===== src/rtl/snake_pkg.sv =====
// snake_pkg: shared game mode encoding and default menu button geometry
package snake_pkg;
  typedef enum logic [2:0] {
    MENU  = 3'd0,
    GAME  = 3'd1,
    PAUSE = 3'd2,
    WIN   = 3'd3,
    LOSE  = 3'd4,
    DRAW  = 3'd5,
    ERROR = 3'd6
  } game_mode;
  localparam int DEF_BTN_X     = 540;
  localparam int DEF_BTN_W     = 200;
  localparam int DEF_BTN_H     = 60;
  localparam int DEF_BTN_Y0    = 300;
  localparam int DEF_BTN_PITCH = 100;
  localparam int DEF_BTN_END_Y = 600;
  function automatic logic is_end(game_mode m);
    return m inside {WIN, LOSE, DRAW};
  endfunction
endpackage


===== src/rtl/btn_hit_decoder.sv =====
// btn_hit_decoder: hit test of a point against a vertical stack of equal rectangles
//   x, y : 12-bit point; hit : point inside some rectangle;
//   idx  : lowest index hit, all-ones when none
module btn_hit_decoder #(
  parameter int N     = 1,
  parameter int X     = 0,
  parameter int W     = 1,
  parameter int H     = 1,
  parameter int Y0    = 0,
  parameter int PITCH = 0,
  parameter int IW    = $clog2(N) + 1
) (
  input  logic [11:0]   x,
  input  logic [11:0]   y,
  output logic          hit,
  output logic [IW-1:0] idx
);
  // 13-bit compares so X+W or top+H past 4095 cannot wrap
  logic [12:0] xw, yw;
  logic in_x;
  assign xw = {1'b0, x};
  assign yw = {1'b0, y};
  assign in_x = xw >= 13'(X) && xw < 13'(X + W);
  // scan high to low so the lowest matching index is left standing
  always_comb begin
    hit = 1'b0;
    idx = '1;
    for (int i = N - 1; i >= 0; i--)
      if (in_x && yw >= 13'(Y0 + i * PITCH) && yw < 13'(Y0 + i * PITCH + H)) begin
        hit = 1'b1;
        idx = IW'(i);
      end
  end
endmodule


===== src/rtl/game_mode_ctrl.sv =====
// game_mode_ctrl: menu / game / pause / end-screen mode sequencer
//   in : clk_75, rst (sync, active-high), start_game, won, lost, draw, con_error,
//        pause_req, click_x, click_y, click_e
//   out: mode, local_start (1-cycle pulse), n_players, hover_idx (all-ones = none)
module game_mode_ctrl
  import snake_pkg::*;
#(
  parameter int N_BUTTONS   = 2,
  parameter int BTN_X       = DEF_BTN_X,
  parameter int BTN_W       = DEF_BTN_W,
  parameter int BTN_H       = DEF_BTN_H,
  parameter int BTN_Y0      = DEF_BTN_Y0,
  parameter int BTN_PITCH   = DEF_BTN_PITCH,
  parameter int BTN_END_Y   = DEF_BTN_END_Y,
  parameter int END_TIMEOUT = 750_000_000,
  localparam int NPW = $clog2(N_BUTTONS + 1),
  localparam int HW  = $clog2(N_BUTTONS) + 1
) (
  input  logic           clk_75,
  input  logic           rst,
  input  logic           start_game,
  input  logic           won,
  input  logic           lost,
  input  logic           draw,
  input  logic           con_error,
  input  logic           pause_req,
  input  logic [11:0]    click_x,
  input  logic [11:0]    click_y,
  input  logic           click_e,
  output game_mode       mode,
  output logic           local_start,
  output logic [NPW-1:0] n_players,
  output logic [HW-1:0]  hover_idx
);
  game_mode state_n;
  logic menu_hit, ret_hit, ret_ok, ret_click, start_click, timeout, local_start_n;
  logic [HW-1:0] menu_idx, hover_n;
  logic [0:0] ret_idx;
  logic [NPW-1:0] n_players_n;
  logic [31:0] timer;
  btn_hit_decoder #(
    .N(N_BUTTONS), .X(BTN_X), .W(BTN_W), .H(BTN_H), .Y0(BTN_Y0), .PITCH(BTN_PITCH), .IW(HW)
  ) u_menu (.x(click_x), .y(click_y), .hit(menu_hit), .idx(menu_idx));
  btn_hit_decoder #(
    .N(1), .X(BTN_X), .W(BTN_W), .H(BTN_H), .Y0(BTN_END_Y), .PITCH(0), .IW(1)
  ) u_ret (.x(click_x), .y(click_y), .hit(ret_hit), .idx(ret_idx));
  assign ret_ok      = ret_hit && ret_idx == 1'b0;
  assign ret_click   = click_e && ret_ok;
  assign start_click = mode == MENU && click_e && menu_hit;
  assign timeout     = END_TIMEOUT != 0 && timer == 32'(END_TIMEOUT - 1);
  always_ff @(posedge clk_75) begin
    mode        <= rst ? MENU : state_n;
    timer       <= rst ? '0 : (is_end(state_n) && state_n == mode) ? timer + 1 : '0;
    local_start <= rst ? 1'b0 : local_start_n;
    n_players   <= rst ? NPW'(1) : n_players_n;
    hover_idx   <= rst ? '1 : hover_n;
  end
  always_comb begin
    state_n = mode;
    case (mode)
      MENU:  state_n = (start_click || start_game) ? GAME : MENU;
      GAME:  state_n = con_error ? ERROR : won ? WIN : lost ? LOSE : draw ? DRAW :
                       pause_req ? PAUSE : GAME;
      PAUSE: state_n = con_error ? ERROR : pause_req ? GAME : ret_click ? MENU : PAUSE;
      WIN, LOSE, DRAW: state_n = (ret_click || timeout) ? MENU : mode;
      ERROR: state_n = ret_click ? MENU : ERROR;
      default: state_n = MENU;
    endcase
  end
  // start_click already requires a legal MENU encoding, so illegal modes never pulse
  always_comb begin
    local_start_n = start_click;
    n_players_n   = start_click ? NPW'(32'(menu_idx) + 1) : n_players;
    hover_n       = state_n == MENU ? menu_idx : '1;
  end
endmodule


===== config.mk =====
export PLATFORM = sky130hd
export DESIGN_NAME = game_mode_ctrl
export DESIGN_NICKNAME = d
export VERILOG_FILES = /design/src/rtl/snake_pkg.sv /design/src/rtl/btn_hit_decoder.sv /design/src/rtl/game_mode_ctrl.sv
export SDC_FILE = /design/constraint.sdc
export NUM_CORES = 1
export LEC_CHECK = 0
export BUFFER_PORTS_ARGS = -buffer_cell sky130_fd_sc_hd__buf_4
export CORE_MARGIN = 4
export CORE_UTILIZATION = 59
export CTS_CLUSTER_DIAMETER = 40
export CTS_CLUSTER_SIZE = 25
export DETAILED_ROUTE_END_ITERATION = 10
export PLACE_DENSITY = 0.88
export SYNTH_ARGS = -nofsm -noshare
export SYNTH_HDL_FRONTEND = slang
export SYNTH_SLANG_ARGS = --single-unit

===== constraint.sdc =====
create_clock -name clk_75 -period 3.55 [get_ports clk_75]
set_input_delay 0.5325 -clock clk_75 [delete_from_list [all_inputs] [get_ports clk_75]]
set_output_delay 0.5325 -clock clk_75 [all_outputs]
set_load 0.01 [all_outputs]

==> results of run 1 <==
## flip-flops by register name, summed over array words and instances (netlist names)
register     count
hover_idx        2
local_start      1
mode             3
n_players        2
timer           32
## final timing paths
kind | slack, ns | end | start
max | 1.40 | timer[26]$_SDFF_PP0_ | timer[0]$_SDFF_PP0_
min | 0.39 | mode[1]$_SDFF_PP0_ | rst
max reg2reg | 1.40 | timer[26]$_SDFF_PP0_ | timer[0]$_SDFF_PP0_
min reg2reg | 0.48 | timer[0]$_SDFF_PP0_ | timer[0]$_SDFF_PP0_
## layer usage
layer / share of wire [%] / wire (um)
met5: 0 / 0
met1: 45 / 1950
met3: 5.5 / 239
met2: 48 / 2090
met4: 1.1 / 47
## cell usage in the layout, fill, tap and decap left out, types with 2 or more instances in the layout
cell type	n
xor2_1	20
inv_1	7
o22ai_1	2
nor3_2	3
nand3b_1	2
and4_1	5
o21ai_0	3
nor3b_1	2
dfxtp_1	40
nand4_1	7
nand2b_1	4
and3_1	7
nor4_1	4
xnor2_1	11
nor2b_1	6
nor4_2	3
a211o_1	2
and2_1	2
o21ai_1	4
buf_4	37
nor4b_1	3
nor2_1	44
nand3_2	2
clkbuf_4	5
a21oi_1	5
nand3_1	18
nor3_1	5
bufinv_16	3
nand2_1	15
## through the flow
step	utilization, %	total power, uW	std cells	instance area, um^2	hold slack [ns]
6_report	74.0	1080	336	2530	0.389
5_1_grt	74.0	1130	336	2530	0.386
4_1_cts	74.0	1090	336	2530	0.373
3_5_place_dp	70.3	652	328	2400	0.455
3_3_place_gp	70.3	648	328	2400	0.440
2_1_floorplan	-	598	253	2130	0.430
## area by class of cell
class                           instances  area, um^2
Clock inverter                          3        90.1
Clock buffer                            5        37.5
Tap cell                               46        57.6
Timing Repair Buffer                   37         278
Inverter                                7        26.3
Sequential cell                        40         801
Multi-Input combinational cell        198        1240
Fill cell                             275         887
## worst max-delay path, stage by stage (launching register included)
cell	delay [ns]
dfxtp_1	0.39
ha_1	0.21
nand3_1	0.13
or2_2	0.35
nor3_2	0.25
nor2_1	0.10
nand2_1	0.21
buf_4	0.31
nor2_1	0.08
## cell families after synthesis
| family | after synthesis |
|---|---|
| and+or+nand+nor | 139 |
| muxes | 1 |
| AOI/OAI and AO/OA | 26 |
| buffers and inverters | 15 |
| DFF | 40 |
| xor gates and xnor gates | 31 |
| adders and majority gates | 1 |
## power breakdown
part | leakage [uW] | total [uW] | switching (uW) | internal (uW)
registers | 0.000323 | 482 | 21.9 | 460
logic | 0.000550 | 160 | 83.5 | 76.3
clock network | 0.0000654 | 440 | 150 | 290
==> metrics.txt, run 1 <==
Post-CTS Resized 0; Final Net Count 323; CP Class reg2reg; clock transition at the registers of the reported paths 0.12 ns; DR WL/cell 12.9 um; H-tree depth 2; Reg2Reg Depth 8; post-synthesis cell count 253; pre-CTS worst setup slack 1.16 ns; Hold Path Cell Cnt 2; flops & latches, synth 40; CTS Buf Count 5; Mapped Area 2130 um^2; share of Yosys cell area claimed by the top area cell type 37.7%; fmax 465 MHz; post-route minimum period 2.15 ns; IO Pins 41; 1st-iter DRT viols 75; die area 4630 um^2; vias in the first global route 1771; Max Cap Violations 0; Mean Syn Cell Area 8.40 um^2; Max-Slew Margin vs Limit 59.3%; Post-synth ARST share 0%; RD Place Congestion 0.793; multiplexer share of the synthesized area 0.471%; status finished, final reports clean; CTS tree built; max-slew violations 0; worst-path fanout max 24; Adder-Cell Fraction of Synth Area 0.589%; Area growth syn-to-layout 19.0%; CP required 3.80 ns; hold crit path type in2reg; Worst Clk Skew 0.00908 ns; clk sinks 40; worst-margin pin slew 0.608 ns; DIE HEIGHT 68.0 um; Critical Path End Type flop; drt first pass iters 4; die width 68.0 um; GRT Max-Usage Layer met2; TNS Setup 0 ns; final hold vios 0; Main synth FF type dfxtp_1; setup ws final 1.40 ns; sequential area share after synthesis 37.7%; first-pass GRT wire length 7.51 mm; top cells by area, synth dfxtp_1 (38%), xor2_1 (8.2%), nor2_1 (7.8%); Routed Antenna Nets 0; routed via count 1889; pin count of the biggest net entering global routing 25; GRT Util Overall 21.3%; leakage dissipation 0.000938 uW; simple-gate share of the synthesized area 36.5%; # diodes 0; met3 track demand over resource 7.06%; GRT overflow 0; worst path arrival time 2.40 ns; Vias per Instance 5.62; CP startpoint kind flop; Clock Latency Late Sink 0.36 ns; DRT Wirelength 4.33 mm; DRC Markers 0; Synth Area in Compound Gates 7.95%; number of enable flip-flop cells after synthesis 0; Power Dens Cells 428 nW/um^2; VDD IR-drop max 0.235 mV; main combinational cell family by area after synthesis simple AND/OR/NAND/NOR gates; GR Util met2 34.9%; RSZ-0062 raised after global routing no; Final Cycle Share 60.6%; fraction of synthesized cell area in xor and xnor cells 12.8%; Synthesis Warnings 0; # hold bufs at CTS 0; DP Wirelength 3.18 mm; floorplan row count 21; post-CTS setup buffer count 0; initial antenna violation count 0; core area 3420 um^2; post-synth net total 287; post-synth top area cell dfxtp_1; met1 Use GR 26.3%; share of layout cells above drive strength 1 20.0%; final setup violation count 0; initial core utilization 62.2%; Max clock buf depth 2; # port buffers 36; number of distinct library cells after synthesis 49; Root Driver clkbuf_4; most frequent cell after synthesis nor2_1; Post-synth top cells nor2_1 (44), dfxtp_1 (40), xor2_1 (20), nand3_1 (18), nand2_1 (15)
Power figures use the tool's default switching activity.
==> inputs of run 2 (changes only) <==
CORE_UTILIZATION = 49   (was 59)
PLACE_DENSITY = 0.79   (was 0.88)
clock period = 1.7 ns   (was 3.55 ns; I/O delays follow)
==> run 2 against run 1 <==
  * The flow now finishes with violations (setup timing)
  * First-iteration DRC count up 110%
  * Combinational power rose to 3.3 times the previous value
  * Final cell count up 15%
  * Sequential share of layout area down 6.6 points
  * Hold slack worse by 0.17 ns
  * Critical path depth down 2
  * Register-to-register slack worse by 1.6 ns
  * Clock-buffer cell count up 2
  * Die area up 18%
  * Clock skew down 0.0061 ns
  * Via count up 14%
  * Critical endpoint is now hover_idx[0]$_SDFF_PP1_
==> metrics.txt, run 2 (same netlist as run 1, synthesis figures left out) <==
vias in the first global route 2053; die area 5460 um^2; Max clock buf depth 2; fmax 536 MHz; Critical Path End Type flop; most frequent cells in the layout buf_4 (80), dfxtp_1 (32), nor2_1 (29); GRT overflow 0; Final Cycle Share 110%; DRT Wirelength 6.34 mm; routed via count 2149; CP delay by family, top simple AND/OR/NAND/NOR gates; worst path arrival time 2.03 ns; RD Place Congestion 0.789; drt first pass iters 4; Fill cells 270; clock transition at the registers of the reported paths 0.07 ns; DR WL/cell 16.4 um; GRT Util Overall 21.1%; Power Dens Cells 736 nW/um^2; Final Net Count 370; DP Wirelength 3.92 mm; post-route minimum period 1.87 ns; max FFs per register 32; # port buffers 36; # hold bufs at CTS 0; DIE HEIGHT 73.9 um; share of layout cells above drive strength 1 44.2%; commonest non-fill, non-tap cell in the layout buf_4; final hold vios 0; Max Cap Violations 0; max-slew violations 0; failing checks setup timing; H-tree depth 2; Worst Path Buf+Inv 0; die width 73.9 um; CTS Buf Count 5; setup ws final -0.167 ns; first-pass GRT wire length 8.89 mm; Max-Slew Margin vs Limit 69.6%; Vias per Instance 5.55; RSZ-0062 raised after global routing yes; Area growth syn-to-layout 52.0%; worst-margin pin slew 0.444 ns; worst path cell trace nand2_1 -> or4_4 -> nor4_4 -> o32ai_2 -> nor4_2 -> nand4_1; CP Class reg2reg; pin count of the biggest net entering global routing 31; CTS tree built; Root Driver clkbuf_8; initial core utilization 52.0%; DRC Markers 0; Clock Latency Late Sink 0.29 ns; crit-path max cell delay 0.57 ns; Routed Antenna Nets 0; status complete, but fails checks; pre-CTS worst setup slack -0.237 ns; core area 4090 um^2; clk sinks 40; 1st-iter DRT viols 159; worst-path fanout max 2; # diodes 0; critical path's slowest cell or4_4; hold crit path type in2reg; Reg with most FFs timer; leakage dissipation 0.00126 uW; CP required 1.86 ns; CP startpoint kind flop; floorplan row count 23; VDD IR-drop max 0.527 mV; Worst Clk Skew 0.00300 ns; IO Pins 41; PnR Total Power 2380 uW; initial antenna violation count 0; final setup violation count 34; top flop regs timer x32, mode x3
run 2: path summary, 6_finish.rpt:
path	cells after the start	end	from	slack, ns
worst min register to register	2	n_players[0]$_SDFFE_PP1P_	n_players[0]$_SDFFE_PP1P_	0.51
worst max-delay path	6	hover_idx[0]$_SDFF_PP1_	timer[12]$_SDFF_PP0_	-0.17
worst max register to register	6	hover_idx[0]$_SDFF_PP1_	timer[12]$_SDFF_PP0_	-0.17
worst min-delay path	2	n_players[1]$_SDFFE_PP0P_	rst	0.22
run 2: timing repair:
item,CTS,global route
setup endpoints to repair,35,35
resized for setup,7,57
pin swaps,5,23
setup buffers,1,2
gates cloned,0,3
run 2: power by group:
part	switching, uW	total [uW]	internal (uW)
combinational	276	532	256
clock	325	843	518
sequential	42.0	1000	960
run 2: per-layer routing:
layer / track usage [%] / up-vias / wire [um]
met2: 36.8 / 67 / 3380
met3: 3.83 / 18 / 300
met4: 9.05 / 0 / 184
li1: - / 1049 / -
met1: 25.1 / 1015 / 2480
met5: 0 / - / 0
run 2: per-stage QoR:
step                      cell area [um^2]  hold slack, ns  util [%]  std cells  TNS (ns)
after floorplan                       2150           0.389         -        253  -0.00981
after global routing                  3230           0.223      79.1        387     -4.76
after detailed placement              2750           0.489      67.3        373     -4.68
after CTS                             2910           0.183      71.3        382     -3.26
after global placement                2750           0.487      67.3        373     -2.10
final                                 3230           0.215      79.1        387     -2.62
run 2: area by class of cell:
type                    count  area (um^2)  share of cell area [%]
clock buffers               7         96.3                    2.98
clock inverters             1         30.0                   0.930
inverters                   7         26.3                   0.813
multi-input cells         198         1520                    47.1
flip-flops and latches     40          811                    25.1
well taps                  50         62.6                    1.94
repair buffers             84          682                    21.1
